**src/rtl/bcd_stopwatch_counter_pkg.sv**
```systemverilog
// Shared stopwatch definitions: state encoding, BCD limits and count-direction codes.
// Reused by the display stage and the processor I/O block.
package bcd_stopwatch_counter_pkg;

  typedef enum logic [1:0] {
    ST_IDLE  = 2'd0,
    ST_RUN   = 2'd1,
    ST_PAUSE = 2'd2,
    ST_DONE  = 2'd3
  } sw_state_t;

  localparam logic [3:0] BCD_MAX_DIGIT = 4'd9;

  localparam logic DIR_UP   = 1'b0;
  localparam logic DIR_DOWN = 1'b1;

  function automatic logic [3:0] bcd_clamp(input logic [3:0] d);
    return (d > BCD_MAX_DIGIT) ? BCD_MAX_DIGIT : d;
  endfunction

  // Count already sitting at the end value for the given direction.
  function automatic logic bcd_is_terminal(input logic [11:0] bcd, input logic d);
    return (d == DIR_UP) ? (bcd == 12'h999) : (bcd == 12'h000);
  endfunction

  // Count one step away from the end value, so the next tick lands on it.
  function automatic logic bcd_pre_terminal(input logic [11:0] bcd, input logic d);
    return (d == DIR_UP) ? (bcd == 12'h998) : (bcd == 12'h001);
  endfunction

endpackage

```
**src/rtl/bcd_digit.sv**
```systemverilog
// Single BCD digit up/down counter with clamped parallel load; carry_out flags a wrap.
// Load takes priority over enable; carry_out is combinational so digits chain in one cycle.
module bcd_digit
  import bcd_stopwatch_counter_pkg::*;
(
  input  logic       clk,
  input  logic       rst,
  input  logic       en,
  input  logic       dir,
  input  logic       load,
  input  logic [3:0] load_d,
  output logic [3:0] q,
  output logic       carry_out
);

  logic [3:0] q_r;

  assign q = q_r;
  assign carry_out = en && ((dir == DIR_UP) ? (q_r >= BCD_MAX_DIGIT) : (q_r == 4'd0));

  always_ff @(posedge clk) begin
    if (rst) begin
      q_r <= 4'd0;
    end else if (load) begin
      q_r <= bcd_clamp(load_d);
    end else if (en) begin
      if (dir == DIR_UP) begin
        q_r <= (q_r >= BCD_MAX_DIGIT) ? 4'd0 : q_r + 4'd1;
      end else begin
        q_r <= (q_r == 4'd0) ? BCD_MAX_DIGIT : q_r - 4'd1;
      end
    end
  end

endmodule

```
**src/rtl/bcd_stopwatch_counter.sv**
```systemverilog
// Three-digit BCD up/down seconds counter with prescaled tick, start/stop/clear/load control
// and a one-cycle expiry pulse; all outputs registered.
module bcd_stopwatch_counter
  import bcd_stopwatch_counter_pkg::*;
#(
  parameter int TICK_DIV   = 100000000,
  parameter int PRESCALE_W = 27
) (
  input  logic        clk,
  input  logic        rst,
  input  logic        start,
  input  logic        stop,
  input  logic        clear,
  input  logic        load,
  input  logic [11:0] load_val,
  input  logic        dir,
  output logic [3:0]  ones,
  output logic [3:0]  tens,
  output logic [3:0]  hundreds,
  output logic        running,
  output logic        expired
);

  localparam logic [PRESCALE_W-1:0] TICK_LAST = PRESCALE_W'(TICK_DIV - 1);

  sw_state_t             state_q, state_d;
  logic [PRESCALE_W-1:0] presc_q, presc_d;
  logic                  dir_q, dir_d;
  logic                  running_q, expired_q, expired_d;

  logic                  tick;
  logic                  cnt_en;
  logic                  dig_load;
  logic [11:0]           dig_load_val;
  logic [11:0]           count;
  logic                  ones_co, tens_co, hund_co;

  assign count = {hundreds, tens, ones};
  assign tick  = (state_q == ST_RUN) && (presc_q == TICK_LAST);

  always_ff @(posedge clk) begin
    if (rst) begin
      state_q   <= ST_IDLE;
      presc_q   <= '0;
      dir_q     <= DIR_UP;
      running_q <= 1'b0;
      expired_q <= 1'b0;
    end else begin
      state_q   <= state_d;
      presc_q   <= presc_d;
      dir_q     <= dir_d;
      running_q <= (state_d == ST_RUN);
      expired_q <= expired_d;
    end
  end

  always_comb begin
    state_d      = state_q;
    presc_d      = presc_q;
    dir_d        = dir_q;
    expired_d    = 1'b0;
    cnt_en       = 1'b0;
    dig_load     = 1'b0;
    dig_load_val = load_val;

    if (state_q == ST_RUN) begin
      presc_d = tick ? '0 : presc_q + 1'b1;
    end

    if (clear) begin
      state_d      = ST_IDLE;
      presc_d      = '0;
      dig_load     = 1'b1;
      dig_load_val = 12'h000;
    end else if (load && (state_q != ST_RUN)) begin
      dig_load = 1'b1;
      if (state_q == ST_DONE) begin
        state_d = ST_IDLE;
      end
    end else if (state_q == ST_RUN) begin
      // A tick that coincides with stop still counts; reaching the end value beats the pause.
      cnt_en = tick;
      if (tick && (bcd_pre_terminal(count, dir_q) || hund_co)) begin
        state_d   = ST_DONE;
        expired_d = 1'b1;
      end else if (stop) begin
        state_d = ST_PAUSE;
      end
    end else if (start && !stop) begin
      dir_d = dir;
      if (state_q != ST_PAUSE) begin
        presc_d = '0;
      end
      if (bcd_is_terminal(count, dir)) begin
        state_d   = ST_DONE;
        expired_d = 1'b1;
      end else begin
        state_d = ST_RUN;
      end
    end
  end

  bcd_digit u_ones (
    .clk       (clk),
    .rst       (rst),
    .en        (cnt_en),
    .dir       (dir_q),
    .load      (dig_load),
    .load_d    (dig_load_val[3:0]),
    .q         (ones),
    .carry_out (ones_co)
  );

  bcd_digit u_tens (
    .clk       (clk),
    .rst       (rst),
    .en        (ones_co),
    .dir       (dir_q),
    .load      (dig_load),
    .load_d    (dig_load_val[7:4]),
    .q         (tens),
    .carry_out (tens_co)
  );

  bcd_digit u_hundreds (
    .clk       (clk),
    .rst       (rst),
    .en        (tens_co),
    .dir       (dir_q),
    .load      (dig_load),
    .load_d    (dig_load_val[11:8]),
    .q         (hundreds),
    .carry_out (hund_co)
  );

  assign running = running_q;
  assign expired = expired_q;

endmodule

```
**config.mk**
```make
export PLATFORM = sky130hd
export DESIGN_NAME = bcd_stopwatch_counter
export DESIGN_NICKNAME = d
export VERILOG_FILES = /design/src/rtl/bcd_stopwatch_counter_pkg.sv /design/src/rtl/bcd_digit.sv /design/src/rtl/bcd_stopwatch_counter.sv
export SDC_FILE = /design/constraint.sdc
export NUM_CORES = 1
export LEC_CHECK = 0
export ABC_AREA = 0
export ABC_CLOCK_PERIOD_IN_PS = 2400
export CORE_UTILIZATION = 51
export DETAILED_ROUTE_END_ITERATION = 16
export PLACE_DENSITY = 0.74
export SYNTH_ARGS = -nofsm -noshare
export SYNTH_HDL_FRONTEND = slang
export SYNTH_SLANG_ARGS = --single-unit
export TNS_END_PERCENT = 10
```
**constraint.sdc**
```tcl
create_clock -name clk -period 2.4 [get_ports clk]
set_input_delay 0.48 -clock clk [delete_from_list [all_inputs] [get_ports clk]]
set_output_delay 0.48 -clock clk [all_outputs]
set_load 0.05 [all_outputs]
```
# Yosys cells after proc, flatten, opt, wreduce, memory -nomap -nowiden
# Cells that the tools add are included.
[totals] output_inout_bits=14 ram_bits=0 latch_bits=0 register_bits=44 n_memories=0 romBits=0
[classes] mux=47 n_addsub=7 n_reduce_logical=19 div_mod_pow=0 eq_ne=9 magnitude_cmp=6 n_mul=0 n_bitwise=3 n_shift=0
[op_table] op="27-bit two-way mux" count=6
[op_table] op="4-bit two-way mux" count=18
[op_table] op="27-bit by 1-bit adder with 27-bit output (second input constant)" count=1
[op_table] op="27-bit equality test (second input constant)" count=1
[op_table] op="12-bit equality test (second input constant)" count=2
[op_table] op="2-bit two-way mux" count=8
[op_table] op="1-bit two-way mux" count=14
[op_table] op="4-bit by 1-bit adder with 4-bit output (second input constant)" count=3
[op_table] op="12-bit by 1-bit equality test with 1-bit output (second input constant)" count=1
[op_table] op="4-bit >= comparator (second input constant)" count=3
[op_table] op="4-bit > comparator (second input constant)" count=3
[op_table] op="12-bit logical NOT" count=1
[op_table] op="4-bit logical NOT" count=3
[op_table] op="12-bit two-way mux" count=1
[op_table] op="4-bit by 1-bit subtractor with 4-bit output (second input constant)" count=3
[op_table] op="1-bit logical AND" count=7
[op_table] op="2-bit nonzero test" count=3
[op_table] op="2-bit by 1-bit equality test with 1-bit output (second input constant)" count=2
[op_table] op="4-bit AND reduction" count=1
[op_table] op="1-bit inverter" count=3
[op_table] op="3-bit OR reduction" count=1
[op_table] op="2-bit equality test (second input constant)" count=1
[op_table] op="2-bit by 1-bit != test with 1-bit output (second input constant)" count=1
[op_table] op="2-bit != test (second input constant)" count=1
[op_table] op="3 further kinds" count=3

# Depth between registers and ports, before layout
[depth] ltp_word=15 ltp_mapped=9

# Modules after synthesis
# From an unflattened synthesis, not the netlist that was laid out.
[hier_totals] cells_unflattened=393 hier_area_um2=3031.7
[by_module_without_submodules] module="bcd_stopwatch_counter" seq_area_each_um2=640.6 area_each_um2=1759.2 cells_per_inst=219 n_inst=1
[by_module_without_submodules] module="bcd_digit" seq_area_each_um2=80.1 area_each_um2=424.2 cells_per_inst=58 n_inst=3

# Least setup slack after synthesis
# No wires, ideal clock.
[synth_timing] kind="flip-flop to flip-flop" start="register u_ones.q_r[0], in the netlist u_ones.q[0]" end="register u_tens.q_r[1], in the netlist u_tens.q[1]" stages_incl_launch_ff=9 slack_ns=-0.255 setup_ns=0.059 arrival_time_ns=2.596 n_path_buf=1 synth_period_minus_slack_ns=2.655 path_cell_list="dfxtp_1 -> clkbuf_1 -> inv_1 -> ha_1 -> or3b_2 -> a2111oi_2 -> a21oi_2 -> a2111oi_2 -> a31o_2"
[synth_between] elab_chain_cells=4
[synth_rtl] item="start, declared" line="bcd_digit.sv:16" text="logic [3:0] q_r;"
[synth_rtl] item="start signal, assigned" line="bcd_digit.sv:25" text="q_r <= bcd_clamp(load_d);"
[synth_rtl] item="start signal, assigned" line="bcd_digit.sv:28" text="q_r <= (q_r >= BCD_MAX_DIGIT) ? 4'd0 : q_r + 4'd1;"
[synth_rtl] item="start signal, assigned" line="bcd_digit.sv:30" text="q_r <= (q_r == 4'd0) ? BCD_MAX_DIGIT : q_r - 4'd1;"
[synth_rtl] item="4-bit >= comparator / 4-bit logical NOT (equally long branches)" line="bcd_digit.sv:19" text="assign carry_out = en && ((dir == DIR_UP) ? (q_r >= BCD_MAX_DIGIT) : (q_r == 4'd0));"
[synth_rtl] item="1-bit two-way mux (*)" line="bcd_digit.sv:19"
[synth_rtl] item="1-bit logical AND (*)" line="bcd_digit.sv:19"
[synth_rtl] item="2-bit nonzero test (no line) (*)"
[synth_rtl] item="end signal, assigned" line="bcd_digit.sv:25"
[synth_rtl] item="end signal, assigned" line="bcd_digit.sv:28"
[synth_rtl] item="end signal, assigned" line="bcd_digit.sv:30"
[synth_rtl] item="end, declared" line="bcd_digit.sv:16"
# Every way passes the cells marked *; elsewhere a longest branch is shown, timed or not.
# A chain may end at the register's enable or synchronous reset.

# Worst setup path in the final report
[layout_timing] start="register presc_q[11]" end="register u_ones.q_r[3], in the netlist u_ones.q[3]"
[layout_between] elab_chain_cells=6
[layout_rtl] item="start, declared" line="bcd_stopwatch_counter.sv:27" text="logic [PRESCALE_W-1:0] presc_q, presc_d;"
[layout_rtl] item="start signal, assigned" line="bcd_stopwatch_counter.sv:50" text="presc_q <= presc_d;"
[layout_rtl] item="27-bit equality test" line="bcd_stopwatch_counter.sv:39" text="assign tick = (state_q == ST_RUN) && (presc_q == TICK_LAST);"
[layout_rtl] item="1-bit logical AND" line="bcd_stopwatch_counter.sv:39"
[layout_rtl] item="1-bit two-way mux" line="bcd_stopwatch_counter.sv:80" text="end else if (state_q == ST_RUN) begin"
[layout_rtl] item="1-bit two-way mux" line="bcd_stopwatch_counter.sv:75" text="end else if (load && (state_q != ST_RUN)) begin"
[layout_rtl] item="1-bit two-way mux" line="bcd_stopwatch_counter.sv:70" text="if (clear) begin"
[layout_rtl] item="2-bit nonzero test (no line)"
# No other way between the ends.

==> flow_metrics.py <==
metrics = {
    "routing": {
        "viasPerCell": 5.722,
        "route.vias.total": 2861,
        "wl_um": 7275,
        "drt-initial-drc-count": 198,
        "wl_per_cell_um": 14.55,
        "drc": 0,
        "antenna_left": 0,
        "drtPass1Iterations": 4,
    },
    "logic_synthesis": {
        "synth-seq-area-share": 0.3000,
        "yosysWarnings": 0,
        "syn_inst": 383,
        "synth_cell_types": 56,
        "synth_edf_count": 0,
        "synth_area_leader_cell": "dfxtp_1",
        "synth-main-ff-cell": "dfxtp_1",
        "syn_avg_cell_area_um2": 7.667,
        "ys_ff_latch": 44,
        "yosys-top-cells-area": "dfxtp_1 (30%), nor2_1 (5.9%), ha_1 (5.5%)",
        "synth_top_area_frac": 0.3000,
        "synthArstFlopShare": 0,
        "synthesis.nets": 415,
        "syn_area_um2": 2937,
    },
    "global_route": {
        "grt-ovfl-total": 0,
        "grt_usage": 0.2584,
        "grt_max_degree": 18,
        "antenna_found_initial": 0,
        "grt_pass1_wl_um": 12450,
        "grt_pass1_vias": 2574,
    },
    "finish": {
        "antenna_cells": 0,
        "nets": 460,
        "final_area_um2": 3590,
        "syn_to_final_growth_pct": 22.24,
        "final_util": 0.6479,
        "layout-drive-gt1-share": 0.1355,
        "nFillCells": 485,
        "fin_cells": 500,
    },
    "worst_setup_path": {
        "cp.arrival_ps": 2530,
        "startpoint_type": "flip-flop",
        "worstSetupPathType": "flip-flop to flip-flop",
        "r2r_cells": 8,
        "crit_required_ps": 2590,
        "r2r-start": "presc_q[11]",
        "path_max_fanout": 9,
        "r2r-end": "u_ones.q[3]",
        "critPathCaptureType": "flip-flop",
        "reg2reg_slack_ps": 60,
    },
    "die": {
        "ios": 33,
        "die_w_um": 77.88,
        "die-area_um2": 6065,
        "dieHeight_um": 77.88,
        "coreArea_um2": 5540,
        "placementRows": 27,
        "start_util": 0.5300,
    },
    "sta": {
        "fin_skew_ps": 7.914,
        "max_freq_mhz": 427.0,
        "slew_headroom": 0.6498,
        "min_period_ps": 2342,
        "setup_violations": 0,
        "timing.final.crit_share": 0.9757,
        "drv_slew": 0,
        "rsz0062_at_grt": "no",
        "tightest_slew_ps": 523.7,
        "hold_violations": 0,
        "worst_slack_ps": 58.21,
    },
    "clocking": {
        "cts_root_buf": "clkbuf_8",
        "path_clk_slew_ps": 90,
        "post-cts-setup-buffers": 0,
        "insertion_delay_ps": 300,
        "cts-buffers-inserted": 5,
        "cts_hold_buf": 0,
        "cts.path.max_buffers": 2,
        "clock_sinks": 44,
        "h-tree-depth": 2,
        "tritoncts": "built",
    },
    "power": {
        "power.density_nw_per_um2": 430.1,
        "worst_ir_drop_vdd_mv": 0.2471,
        "power_mw": 1.544,
        "p_leak_nw": 1.296,
    },
    "place": {
        "place_area_um2": 3487,
        "gp_congestion": 0.9019,
        "hpwl_um": 5447,
        "dp.cells": 493,
        "portBuffers": 32,
        "dpl_worst_slack_ps": 41.06,
    },
    "run": {
        "drv_cap": 0,
    },
    "hold_path": {
        "hold_path_class": "flip-flop to flip-flop",
        "hold_depth": 2,
        "whs_endpoint": "presc_q[13]",
        "hold_start": "presc_q[13]",
    },
    "outcome": {
        "outcome": "completed",
    },
}
[cells in the final DEF, fill, tap and decap left out, types with 6 or more instances in the layout]
| cell | netlist | final |
|---|---|---|
| ha_1 | 13 | 13 |
| o21ai_0 | 23 | 22 |
| clkdlybuf4s50_1 | 0 | 32 |
| nor4_1 | 6 | 6 |
| a21oi_1 | 23 | 23 |
| nor2_1 | 46 | 46 |
| nand2b_1 | 9 | 9 |
| nor2b_1 | 7 | 7 |
| or3_1 | 8 | 6 |
| nor3_1 | 16 | 16 |
| dfxtp_1 | 44 | 42 |
| buf_4 | 1 | 24 |
| inv_1 | 15 | 15 |
| nand4_1 | 11 | 11 |
| nand3_1 | 11 | 11 |
| xnor2_1 | 12 | 12 |
| xor2_1 | 12 | 12 |
| nand2_1 | 34 | 34 |
[timing repair]
item | in CTS | in global routing
endpoints found under the setup margin | 0 | 25
gates resized for setup | 0 | 6
hold endpoints to repair | 0 | 0
[synthesized netlist by cell type, types with 3 or more instances]
master	number
o21ai_0	23
nand4_1	11
ha_1	13
or3_1	8
nor4_1	6
a31oi_1	4
nand2b_1	9
buf_2	3
a211oi_1	6
mux2i_1	5
clkbuf_1	15
nand3_1	11
a21oi_1	23
nor2_1	46
nand2_1	34
inv_1	15
dfxtp_1	44
xor2_1	12
a31o_2	3
nand3b_1	3
a22oi_1	3
or2_2	5
xnor2_1	12
nor2b_1	7
nor3_1	16
o22ai_1	4
and4_1	3
nor3b_1	3
[worst max path at each step]
stage | startpoint | endpoint | slack (ps) | cells after the start
2_1_floorplan | u_ones.q[0] | u_tens.q[1] | -50 | 8
3_3_place_gp | presc_q[11] | u_ones.q[3] | 100 | 8
5_1_grt | presc_q[11] | u_tens.q[0] | 3 | 8
3_5_place_dp | presc_q[11] | u_ones.q[3] | 40 | 8
4_1_cts | presc_q[11] | u_ones.q[3] | 20 | 8
6_report | presc_q[11] | u_ones.q[3] | 60 | 8
[sequential cells by signal, summed over array words and instances (netlist names)]
signal,cells
dir_q,1
expired,1
presc_q,27
running,1
state_q,2
u_hundreds.q,4
u_ones.q,4
u_tens.q,4
[routing by layer]
| metal | wire length, um | GRT usage |
|---|---|---|
| met4 | 106 | 0.07736 |
| met1 | 3621 | 0.3776 |
| met5 | 0 | 0 |
| met2 | 3124 | 0.3850 |
| met3 | 423 | 0.04235 |
[stage by stage]
| stage | hold WS (ps) | TNS (ps) |
|---|---|---|
| finish | 504.2 | 0 |
| global route | 539.9 | 0 |
| CTS | 508.6 | 0 |
| detailed placement | 496.5 | 0 |
| global placement | 485.1 | 0 |
| floorplan | 466.7 | -49.98 |
[critical path, cell delays in order, from the launching register on]
cell,delay (ps)
dfxtp_1,330
or4_1,510
or4_4,500
nor4_4,230
buf_6,180
buf_4,130
or2_4,120
mux2i_1,190
nor2_1,50
[kinds of logic (layout without fill, tap and decap cells)]
family                     Yosys count  in the layout  share of synthesized area
and+or+nand+nor                    176            176                     0.3140
AOI/OAI and AO/OA                   84             84                     0.1832
DFF                                 44             44                     0.3000
buffers and inverters               35             80                    0.04729
xor gates and xnor gates            24             24                    0.07158
adders and majority gates           13             13                    0.05539
muxes                                7              7                    0.02855
[report_power, final]
group	internal [mW]	leakage (nW)	switching (mW)
sequential	0.741	0.357	0.0148
clock	0.197	0.0400	0.256
combinational	0.147	0.899	0.188
total	1.09	1.30	0.459
[cell type report]
class	count	area [um^2]	share of cell area
clock buffers	5	68.82	0.01917
clock inverters	2	12.51	0.003486
inverters	15	56.30	0.01568
multi-input cells	304	1947	0.5424
flip-flops and latches	44	883.3	0.2461
well taps	72	90.09	0.02510
repair buffers	58	531.8	0.1481
Power figures use the tool's default switching activity.
==> RTL change 1, RTL diff (same flow settings) <==
Encoding of `sw_state_t`: now one-hot (4 bits for 4 states).
--- a/src/rtl/bcd_stopwatch_counter_pkg.sv
+++ b/src/rtl/bcd_stopwatch_counter_pkg.sv
@@ -2,11 +2,11 @@
 // Reused by the display stage and the processor I/O block.
 package bcd_stopwatch_counter_pkg;
 
-  typedef enum logic [1:0] {
-    ST_IDLE  = 2'd0,
-    ST_RUN   = 2'd1,
-    ST_PAUSE = 2'd2,
-    ST_DONE  = 2'd3
+  typedef enum logic [3:0] {
+    ST_IDLE  = 4'b0001,
+    ST_RUN   = 4'b0010,
+    ST_PAUSE = 4'b0100,
+    ST_DONE  = 4'b1000
   } sw_state_t;
 
   localparam logic [3:0] BCD_MAX_DIGIT = 4'd9;
Formal check against the unedited RTL: same outputs for any inputs over 4 cycles, from zero or initial values and one cycle with rst high; so few cycles prove little.
==> RTL change 1 against the original RTL <==
- via count increased by 7.5%
- power rose by 11%
- sequential cell count is 2 higher
- critical path depth is 7 lower
- final area is 5.2% higher
- largest power group unchanged
- die area rose by 7.9%
- setup slack improved by 0.042 ns
- sequential share of layout area decreased by 0.063 points
- synthesized area increased by 8.1%
- routed wire length up 11%
- global-route usage grew 0.55 points
- count of clock-buffer cells in the layout is the same
==> RTL change 1: results (changes against the original RTL) <==
[drt]
routedWlPerCell_um=15.7  ; was 14.6 um
via_per_inst=5.96  ; was 5.72
dr.first_iter.drc_count=239  ; was 198
vias=3075  ; was 2861

[sta]
skew_ns=0.00705  ; was 0.00791 ns
relSlewSlack_pct=65.8  ; was 65.0%
fin_crit_ns=2.30  ; was 2.34 ns

[synthesis]
synth_compound_area_share_pct=17.7  ; was 18.3%
syn_inst=404  ; was 383
synthAdderAreaFrac_pct=5.12  ; was 5.54%
synth.net_count=436  ; was 415
synth_xor_xnor_area_share_pct=8.00  ; was 7.16%
synth_seq_area_share_pct=29.0  ; was 30.0%
synth_area_leaders=dfxtp_1 29%, nor2_1 7.3%, xor2_1 5.2%  ; was dfxtp_1 30%, nor2_1 5.9%, ha_1 5.5%
synth_cell_types=57  ; was 56

[cells_and_area]
seq_area_um2=927  ; was 883 um^2
clkCellAreaFrac_pct=2.98  ; was 2.27%
buf_share_pct=13.2  ; was 14.8%
nNonClkBuffers=54  ; was 58
area_growth_pct=19.0  ; was 22.2%
fill_cells=533  ; was 485
multi_input_cells=314  ; was 304
seq_cell_count=46  ; was 44
drive_gt1_share_pct=13.4  ; was 13.6%
inverters=19  ; was 15
multi_input_area_share_pct=54.9  ; was 54.2%
nNetsFinal=472  ; was 460

[pwr]
p_total_uw=1710  ; was 1540 uW
seq_power_share_pct=46.9  ; was 49.0%
clk-power_uw=604  ; was 453 uW
ir_worst_vdd_mv=0.287  ; was 0.247 mV
swShare_pct=28.4  ; was 29.7%
p_leak_uw=0.00134  ; was 0.00130 uW

[placement]
gp_congestion=0.882  ; was 0.902
dpl_worst_slack_ns=0.0864  ; was 0.0411 ns
dp_cells=508  ; was 493
dp_hpwl_um=6060  ; was 5450 um
post_dp_cell_area_mm2=0.00365  ; was 0.00349 mm^2

[worst_setup_path]
regToRegStartpoint=u_ones.q[0]  ; was presc_q[11]
r2r_slack_ns=0.12  ; was 0.06 ns
arrival_ns=1.82  ; was 2.53 ns
worstSetupEndpoint=tens[2]  ; was u_ones.q[3]
timing.rr.end=u_hundreds.q[1]  ; was u_ones.q[3]
crit_family=buffers and inverters  ; was simple AND/OR/NAND/NOR gates
cpPeakStageDelay_ns=0.90  ; was 0.51 ns
startpoint=u_tens.q[2]  ; was presc_q[11]

[global_routing]
grt_max_degree=26  ; was 18
grt_pass1_vias=2901  ; was 2574
grt_usage_pct=26.4  ; was 25.8%
grt_pass1_wl_um=13400  ; was 12500 um
antenna_found_initial=0  ; unchanged

[run_status]
status=completed  ; unchanged

## RTL change 1: cell count changes after synthesis, sizes merged, moves of 4 or more
cell,before,now
nor2,46,62
nand2,34,26
o31ai,2,9
xor2,12,19
or3,8,2
nand2b,10,5
nor2b,7,2
nor3,16,11
inv,15,19
o21ai,23,19
## RTL change 1: how the worst min path moves through the flow
stage	start	endpoint	slack, ns	cells past startpoint
after floorplan	presc_q[0]	presc_q[0]	0.46	2
after detailed placement	presc_q[0]	presc_q[0]	0.49	2
after global routing	presc_q[0]	presc_q[0]	0.55	2
final	presc_q[0]	presc_q[0]	0.50	2
after CTS	presc_q[0]	presc_q[0]	0.51	2
after global placement	presc_q[0]	presc_q[0]	0.48	2
## RTL change 1: layer usage
| metal | global-route usage, % | up-vias | part of all wire, % |
|---|---|---|---|
| li1 | - | 1511 | - |
| met1 | 32.3 | 1452 | 44 |
| met2 | 46.1 | 102 | 48 |
| met3 | 5.06 | 10 | 6.5 |
| met4 | 8.75 | 0 | 1.4 |
| met5 | 0 | - | 0 |
==> RTL change 2, RTL diff (config.mk and constraints unchanged) <==
Without the edit above. Change the parameter `PRESCALE_W` from 27 to 54.
--- a/src/rtl/bcd_stopwatch_counter.sv
+++ b/src/rtl/bcd_stopwatch_counter.sv
@@ -4,7 +4,7 @@
   import bcd_stopwatch_counter_pkg::*;
 #(
   parameter int TICK_DIV   = 100000000,
-  parameter int PRESCALE_W = 27
+  parameter int PRESCALE_W = 54
 ) (
   input  logic        clk,
   input  logic        rst,
Function: no difference found for any inputs over 4 cycles, from zero or initial values and one cycle with rst high; that may be too few to reach the edited logic, so the function may still have changed.
==> RTL change 2 against the original RTL <==
- synthesized area grew 54%
- highest routed layer unchanged
- count of clock-buffer cells in the layout grew 7
- first-iteration DRC count grew 20%
- sequential cell count grew 27
- setup slack gained 0.0050 ns
- final area grew 56%
- power grew 77%
- critical path type unchanged
- routed wire length grew 69%
==> RTL change 2: results (changes against the original RTL) <==
[synthesis]
synth_seq_area_share_pct=31.4  ; was 30.0%
synthTopCellsByCount=71 x dfxtp_1, 51 x nor2_1, 44 x a21oi_1  ; was 46 x nor2_1, 44 x dfxtp_1, 34 x nand2_1
synth.net_count=603  ; was 415
synth_compound_area_share_pct=19.0  ; was 18.3%
synth.most_common_cell=dfxtp_1  ; was nor2_1
synth_area_leaders=dfxtp_1 31%, a21oi_1 4.9%, nor2_1 4.2%  ; was dfxtp_1 30%, nor2_1 5.9%, ha_1 5.5%
synth_xor_xnor_area_share_pct=6.00  ; was 7.16%
synth.mux.area_fraction_pct=0.691  ; was 2.85%

[cts]
htreeDepth=3  ; was 2

[worst_hold_path]
hold_end=presc_q[53]  ; was presc_q[13]

[drt]
wl_met1_um=5140  ; was 3620 um
met3_length_um=702  ; was 423 um
via_per_inst=6.29  ; was 5.72
routedWlPerCell_um=16.4  ; was 14.6 um
dr_wl_met2_um=6040  ; was 3120 um

[run_status]
status=completed  ; unchanged

[placement]
dp_hpwl_um=9060  ; was 5450 um
gp_congestion=0.914  ; was 0.902
post_dp_cell_area_mm2=0.00534  ; was 0.00349 mm^2
dp_cells=731  ; was 493

[global_routing]
grt_pass1_vias=4316  ; was 2574
met3_usage_pct=7.11  ; was 4.24%
grt_pass1_wl_um=20200  ; was 12500 um
grt_max_degree=22  ; was 18
grt_util_met2_pct=47.1  ; was 38.5%

[pwr]
ir_worst_vdd_mv=0.392  ; was 0.247 mV
seq_power_share_pct=44.1  ; was 49.0%

[worst_setup_path]
r2r_cells=7  ; was 8

[sta]
setup_ws_ns=0.0632  ; was 0.0582 ns
skew_ns=0.0123  ; was 0.00791 ns
worst_pin_slew_ns=0.498  ; was 0.524 ns

[cells_and_area]
nNetsFinal=669  ; was 460

==> RTL change 2: changes by cell type after synthesis, moves of 8 or more <==
| cell | change |
|---|---|
| nand4_1 | +12 |
| nand3_1 | +16 |
| dfxtp_1 | +27 |
| a21oi_1 | +21 |
| or4_1 | +9 |
| o31ai_1 | +8 |
| or3_1 | +13 |
| nor4_1 | +18 |
==> RTL change 2: final cells by class <==
cell class / instances / area, um^2
Timing Repair Buffer: 86 / 788
Clock inverter: 4 / 73.8
Clock buffer: 12 / 166
Multi-Input combinational cell: 447 / 2940
Tap cell: 105 / 131
Inverter: 22 / 82.6
Fill cell: 680 / 2770
Sequential cell: 71 / 1430
==> RTL change 2: critical path, delay by kind of cell, from the launching register on <==
kind | cells | cell delay [ns]
AOI/OAI and AO/OA | 2 | 0.60
buffers and inverters | 1 | 0.15
DFF | 1 | 0.34
adders and majority gates | 1 | 0.19
and+or+nand+nor | 3 | 0.97
